$ cat config.mk
export PLATFORM = sky130hd
export DESIGN_NAME = spi_frame_rx
export DESIGN_NICKNAME = d
export VERILOG_FILES = /design/src/rtl/spi_pkg.sv /design/src/rtl/spi_frame_rx_sync.sv /design/src/rtl/spi_frame_rx.sv
export SDC_FILE = /design/constraint.sdc
export NUM_CORES = 1
export LEC_CHECK = 0
export CAP_MARGIN = 20
export CORE_UTILIZATION = 40
export DETAILED_ROUTE_END_ITERATION = 8
export GPL_TIMING_DRIVEN = 0
export PLACE_DENSITY = 0.69
export SYNTH_ARGS = -nofsm -noshare
export SYNTH_HDL_FRONTEND = slang
export SYNTH_SLANG_ARGS = --single-unit
$ cat constraint.sdc
create_clock -name clk -period 4.1 [get_ports clk]
set_input_delay 0.82 -clock clk [delete_from_list [all_inputs] [get_ports clk]]
set_output_delay 0.82 -clock clk [all_outputs]
set_load 0.05 [all_outputs]
$ cat src/rtl/spi_pkg.sv
// spi_pkg: shared FSM state type, SPI mode encodings and sample-edge helper
package spi_pkg;

    typedef enum logic [1:0] {IDLE, SHIFT, COMMIT} spi_state_t;

    localparam logic [1:0] SPI_MODE0 = 2'b00;
    localparam logic [1:0] SPI_MODE1 = 2'b01;
    localparam logic [1:0] SPI_MODE2 = 2'b10;
    localparam logic [1:0] SPI_MODE3 = 2'b11;

    function automatic logic spi_sample_rising(input logic cpol, input logic cpha);
        return (cpol ^ cpha) == 1'b0;
    endfunction

endpackage

$ cat src/rtl/spi_frame_rx_sync.sv
// spi_sync: single-bit synchroniser chain with configurable depth and reset value
module spi_sync #(
    parameter int   STAGES = 2,
    parameter logic RST    = 1'b0
) (
    input  logic clk,
    input  logic nreset,
    input  logic d,
    output logic q
);

    logic [STAGES-1:0] ff;

    // shift the raw input through the flop chain
    always_ff @(posedge clk)
        if (!nreset) ff <= {STAGES{RST}};
        else ff <= {ff[STAGES-2:0], d};

    assign q = ff[STAGES-1];

endmodule

$ cat src/rtl/spi_frame_rx.sv
// spi_frame_rx: oversampled SPI frame receiver, commits exact-length frames; SPI_RX_ECHO_EN adds sdo readback of the last frame
module spi_frame_rx
    import spi_pkg::*;
#(
    parameter int WORD_W      = 16,
    parameter int NUM_WORDS   = 2,
    parameter int CPOL        = 0,
    parameter int CPHA        = 0,
    parameter int SYNC_STAGES = 2
) (
    input  logic                          clk,
    input  logic                          nreset,
    input  logic                          sck,
    input  logic                          sdi,
    input  logic                          load,
    output logic                          sdo,
    output logic [WORD_W*NUM_WORDS-1:0]   data,
    output logic                          frame_valid,
    output logic                          frame_err,
    output logic                          busy
);

    localparam int TOTAL = WORD_W * NUM_WORDS;
    localparam int CW    = $clog2(TOTAL + 2);
    localparam bit RISE  = spi_sample_rising(1'(CPOL), 1'(CPHA));

    spi_state_t       state, next_state;
    logic             sck_s, sdi_s, load_s, sck_p, load_p;
    logic             armed, rise_q, samp, load_rise, load_fall;
    logic [SYNC_STAGES:0] settle;
    logic [TOTAL-1:0] shreg;
    logic [CW-1:0]    cnt;

    spi_sync #(.STAGES(SYNC_STAGES), .RST(1'(CPOL))) u_sck  (.clk(clk), .nreset(nreset), .d(sck),  .q(sck_s));
    spi_sync #(.STAGES(SYNC_STAGES), .RST(1'b0))     u_sdi  (.clk(clk), .nreset(nreset), .d(sdi),  .q(sdi_s));
    spi_sync #(.STAGES(SYNC_STAGES), .RST(1'b0))     u_load (.clk(clk), .nreset(nreset), .d(load), .q(load_s));

    assign samp      = RISE ? (sck_s & ~sck_p) : (~sck_s & sck_p);
    assign load_rise = armed & load_s & ~load_p;
    assign load_fall = ~load_s & load_p;
    assign busy      = state != IDLE;

    // state register
    always_ff @(posedge clk)
        if (!nreset) state <= IDLE;
        else state <= next_state;

    // next state: start on pending rise, commit on load fall, commit lasts one cycle
    always_comb begin
        next_state = state;
        next_state = (state == IDLE && rise_q)     ? SHIFT  :
                     (state == SHIFT && load_fall) ? COMMIT :
                     (state == COMMIT)             ? IDLE   : state;
    end

    // edge history, start arming after reset, shifting and commit
    always_ff @(posedge clk)
        if (!nreset) begin
            sck_p       <= 1'(CPOL);
            load_p      <= 1'b0;
            settle      <= '0;
            armed       <= 1'b0;
            rise_q      <= 1'b0;
            shreg       <= '0;
            cnt         <= '0;
            data        <= '0;
            frame_valid <= 1'b0;
            frame_err   <= 1'b0;
        end else begin
            sck_p       <= sck_s;
            load_p      <= load_s;
            settle      <= {settle[SYNC_STAGES-1:0], 1'b1};
            if (settle[SYNC_STAGES] && !load_s) armed <= 1'b1;
            rise_q      <= load_rise | (rise_q & (state != IDLE));
            frame_valid <= state == COMMIT && cnt == CW'(TOTAL);
            frame_err   <= state == COMMIT && cnt != CW'(TOTAL);
            if (state == IDLE && rise_q) begin
                shreg <= '0;
                cnt   <= '0;
            end else if (state == SHIFT && samp) begin
                if (cnt < CW'(TOTAL)) shreg <= {shreg[TOTAL-2:0], sdi_s};
                if (cnt != CW'(TOTAL + 1)) cnt <= cnt + 1'b1;
            end
            if (state == COMMIT && cnt == CW'(TOTAL)) data <= shreg;
        end

`ifdef SPI_RX_ECHO_EN
    logic [TOTAL-1:0] tx;
    logic             tx_on, launch;

    assign launch = RISE ? (~sck_s & sck_p) : (sck_s & ~sck_p);
    assign sdo    = busy & tx_on & tx[TOTAL-1];

    // TX shifter loads the committed frame at start; CPHA=1 waits for the first launch edge
    always_ff @(posedge clk)
        if (!nreset) begin
            tx    <= '0;
            tx_on <= 1'b0;
        end else if (state == IDLE && rise_q) begin
            tx    <= data;
            tx_on <= CPHA == 0;
        end else if (state == SHIFT && launch) begin
            if (tx_on) tx <= tx << 1;
            tx_on <= 1'b1;
        end
`else
    assign sdo = 1'b0;
`endif

endmodule

Word level (Yosys, flattened, before mapping)
Index checks and enable logic that the tools add are counted.
Storage, ports and cells
  register bits after elaboration: 87
  input port bits: 5
Operators by class
  add/sub/neg operators: 1
  $lt $le $gt $ge: 1
  equal/unequal tests: 5
  mux-type cells: 4
  bitwise operators: 10
  reductions and logical operators: 14
Operators with widths (number)
  != test 6 bit (second input constant): 2
  adder 6 x 1 -> 6 bit (second input constant): 1
  equality test 6 bit (second input constant): 1
  logical AND 1 bit: 6
  less-than comparator 6 bit (second input constant): 1
  AND 1 bit: 5
  2-to-1 mux 2 bit: 2
  NOT 1 bit: 4
  AND reduction 2 bit: 2
  nonzero test 2 bit: 2
  nonzero test 3 bit: 1
  equality test 2 x 1 -> 1 bit (second input constant): 1
  equality test 2 bit (second input constant): 1
  logical NOT 2 bit: 1
  2-to-1 mux 1 bit: 2
  OR reduction 2 bit: 1
  logical NOT 1 bit: 1
  bitwise OR 1 bit: 1

Depth between registers and ports, before layout
  depth in word-level cells: 5
  mapped depth: 6

Modules after synthesis
Synthesis repeated with hierarchy kept, for this count alone.
Unflattened totals
  cells, all modules: 375
  area total of the unflattened synthesis: 3415.8 um^2
By module, submodules not included
  spi_frame_rx: instances 1, cells an instance 363, area an instance 3258.1 um^2, seq. area each 1621.6 um^2
  spi_sync: instances 3, cells an instance 4, area an instance 52.6 um^2, seq. area each 40.0 um^2

Worst setup path before layout
Ideal clock, no wire load.
  kind: input to register
  from: input nreset
  to: register data[24]
  library setup time: 0.072 ns
  arrival time: 1.716 ns
  required time: 4.028 ns
  slack: 2.312 ns
  stages: 5
  path buffers: 3
  cell sequence: clkbuf_1 -> clkbuf_1 -> buf_2 -> nand2_1 -> mux2i_1
RTL lines
  start: declaration: line spi_frame_rx.sv:12  | input logic nreset,
  end signal: assignment: line spi_frame_rx.sv:84  | if (state == COMMIT && cnt == CW'(TOTAL)) data <= shreg;
  end: declaration: line spi_frame_rx.sv:17  | output logic [WORD_W*NUM_WORDS-1:0] data,

Worst setup path in the final report
  from: register state[1]
  to: output busy
Between the ends
  longest elaborated chain between the ends: 1
RTL lines
  start: declaration: line spi_frame_rx.sv:27  | spi_state_t state, next_state;
  start signal: assignment: line spi_frame_rx.sv:46  | else state <= next_state;
  nonzero test 2 bit: line spi_frame_rx.sv:41  | assign busy = state != IDLE;
  end: declaration: line spi_frame_rx.sv:20  | output logic busy
No other way between the ends.

==> parameters.txt <==
Parameter                              Value

Status
  Status    completed

Place
  Number of placed instances, taps included    520
  Global placement routability congestion    0.779
  Pre-CTS setup slack    1450 ps
  PortBufs    39
  Dpl hpwl    4.64 mm
  Cell area after placement    3940 sq um

Yosys
  Count of yosys warnings during synthesis    0
  Commonest cells in the netlist    dfxtp_1, nand2_1, nand3_1
  Net count of the mapped netlist    384
  Number of instances in the synthesized netlist    376
  Main synth FF type    dfxtp_1
  Ranking of synthesized cells by area    dfxtp_1, mux2i_1, nand2_1, nand3_1, a21oi_1
  Post-Synth Adder-Cell Area    0.0110
  Synthesized-area fraction occupied by and/or/nand/nor cells    0.194
  Number of enable-type register cells in the synthesized netlist    0
  Compound-cell area share of the yosys netlist    0.112
  Xor/xnor share of the synthesized area    0
  Count of distinct cell types in the synthesized netlist    34
  Fraction of registers with async set/reset    0
  Sequential share of the synthesized area    0.509
  FF+latch count, synth    between 80 and 90
  Fraction of synthesized area in multiplexers    0.108
  Fraction of synthesized cell area taken by the top area cell type    0.509
  Syn Std Cell Area    3420 sq um
  Dominant combinational cell family by area after synthesis    simple AND/OR/NAND/NOR gates
  Cell with the most instances after synthesis    dfxtp_1
  Average size of a mapped cell    9.10 sq um
  Library cell with the largest summed area after synthesis    dfxtp_1

Setup path
  Slowest-stage cell, CP    clkdlybuf4s50_1
  WP data required    3280 ps
  CP peak stage delay    between 800 and 900 ps
  Critical path capture point type    output port
  Max FO, Critical Path    8
  CP Cell Sequence    or2_1, clkdlybuf4s50_1
  Crit path kind    flop to output port
  Crit start category    flop
  Data arrival time of the worst path    between 1500 and 2000 ps

Detailed routing
  DR vias    approximately 2700
  Remaining routing DRC violations    0
  Detailed Route WL    6.77 mm
  DR pass1 iterations    4
  Detailed-route wire length per cell    12.6 um
  Final ANT Viol Nets    0
  DR iter-0 viols    130
  Routed via count divided by cell count    5.07

Clocking
  Post-cts gate resize count    0
  Setup Fix Bufs, Post-CTS    0
  Clock Latency Late Sink    around 360 ps
  Clock Sinks    87
  Register clock-pin slew on the reported worst setup and hold paths    approximately 90 ps
  Buffer depth of the longest clock path    2
  Hold Buf Count CTS    0
  CTS tree    yes
  Cell at the root of the clock tree    clkbuf_8
  Number of clock buffers inserted by TritonCTS    9
  Deepest level of the CTS H-tree    3

Timing
  Period minus WS final    2590 ps
  Unrepaired setup endpoints after global routing    false
  Total of endpoints with negative setup slack in the final report    0
  Final worst hold slack    430 ps
  Max frequency    0.386 GHz
  Final WS setup    1510 ps
  Total count of hold-check failures in the final report    0
  Final Max Slew Viols    0
  Portion of the clock cycle consumed by the worst path in the final layout    0.632
  Worst slew margin    0.662
  Worst setup skew after layout    12.5 ps
  Transition time at the pin with the least slew margin    a little over 500 ps
  Post-route setup TNS    0 ps

GRT
  Global-route wire length before repair    11.5 mm
  GR met3 Demand/Resource    0.0386
  Overall track demand over capacity in global routing    0.164
  Gr busiest metal    met2
  Aggregate global routing overflow    0
  GR met2 Demand/Resource    0.266
  Antenna violations before repair    0
  Via count of the first global-routing pass    2582
  Met1 GRT Util    0.206
  Pin count of the biggest net entering global routing    15

Run
  Max Cap Viol    0

Die
  Vertical extent of the die    94.5 um
  Area inside the core boundary    8260 sq um
  X dimension of the die    between 90 and 100 um
  Site Rows    33
  Initial cell density of the core    0.414
  Area enclosed by the die boundary    8930 sq um
  Number of placed I/O pins    41

Final layout
  Post-layout net count    434
  Growth of design area from synthesis to finish    22.0%
  Total non-filler cell area in the finished layout    4170 sq um
  Diode count    0
  Share of cells above drive strength 1    0.0789
  Post-Route Utilization    0.505
  Cell Count, Final, Fillers Out    536
  Filler Cells Inserted    812

Power and ir drop
  Worst IR drop on VDD    0.194 mV
  Total leakage power    1.37 nW
  Pwr per Cell Area    376 nW/um^2
  Total design power    1.57 mW

Min path
  Worst hold-check path type    flop to flop
[placed cells by master (no fill, tap or decap), types with 2 or more instances in the layout]
cell type,instances
clkbuf_8,11
clkbuf_1,16
mux2i_1,37
clkdlybuf4s50_1,39
and2_1,11
bufinv_16,2
nand2_1,68
dfxtp_1,87
inv_1,5
o21ai_1,4
nand4_1,2
nand3b_1,3
clkinv_2,2
buf_2,11
o21ai_0,30
ha_1,3
buf_12,3
nand3_1,41
a21oi_1,36
[state kept, by name, summed over array words and instances (netlist names)]
name         cells
data            32
shreg           32
cnt              6
settle           3
state            2
u_load.ff        2
u_sck.ff         2
u_sdi.ff         2
armed            1
frame_err        1
frame_valid      1
load_p           1
rise_q           1
sck_p            1
[metal layers]
layer,up-vias,wire length [um]
met1,1263,3260
met3,12,302
met4,0,132
met2,62,3070
met5,-,0
li1,1381,-
[final cells by class]
class / count / area, sq um / area share
multi-input cells: 251 / 1460 / 0.349
clock inverters: 5 / 78.8 / 0.0189
clock buffers: 11 / 151 / 0.0363
flip-flops and latches: 87 / 1740 / 0.417
inverters: 5 / 18.8 / 0.00450
repair buffers: 39 / 390 / 0.0936
plain buffers: 33 / 203 / 0.0486
well taps: 105 / 131 / 0.0315
[cell families (layout without fill, tap and decap cells)]
group | after synthesis | in the layout
simple gates | 136 | 136
flops | 87 | 87
compound gates | 74 | 74
buf+inv | 38 | 93
mux | 37 | 37
fa+ha+maj | 3 | 3
other cells | 1 | 1
[worst paths after layout]
check	cells after the start	start	end	slack, ps
hold reg to reg	1	u_load.ff[0]	u_load.ff[1]	430
setup / recovery	2	state[1]	busy	1510
hold / removal	1	u_load.ff[0]	u_load.ff[1]	430
setup reg to reg	5	cnt[5]	data[18]	2460
[power by group]
part	total [mW]	switching (mW)	internal, mW	leakage [nW]
clock	0.679	0.303	0.377	0.120
combinational	0.0365	0.0252	0.0113	0.551
sequential	0.851	0.00179	0.849	0.703
total	1.57	0.330	1.24	1.37
[critical path: cells and delay by family, from the launching register on]
kind                   cells  cell delay [ps]
buffers and inverters      1              810
DFF                        1              440
and+or+nand+nor            1              160
(Power assumes the default switching activity.)
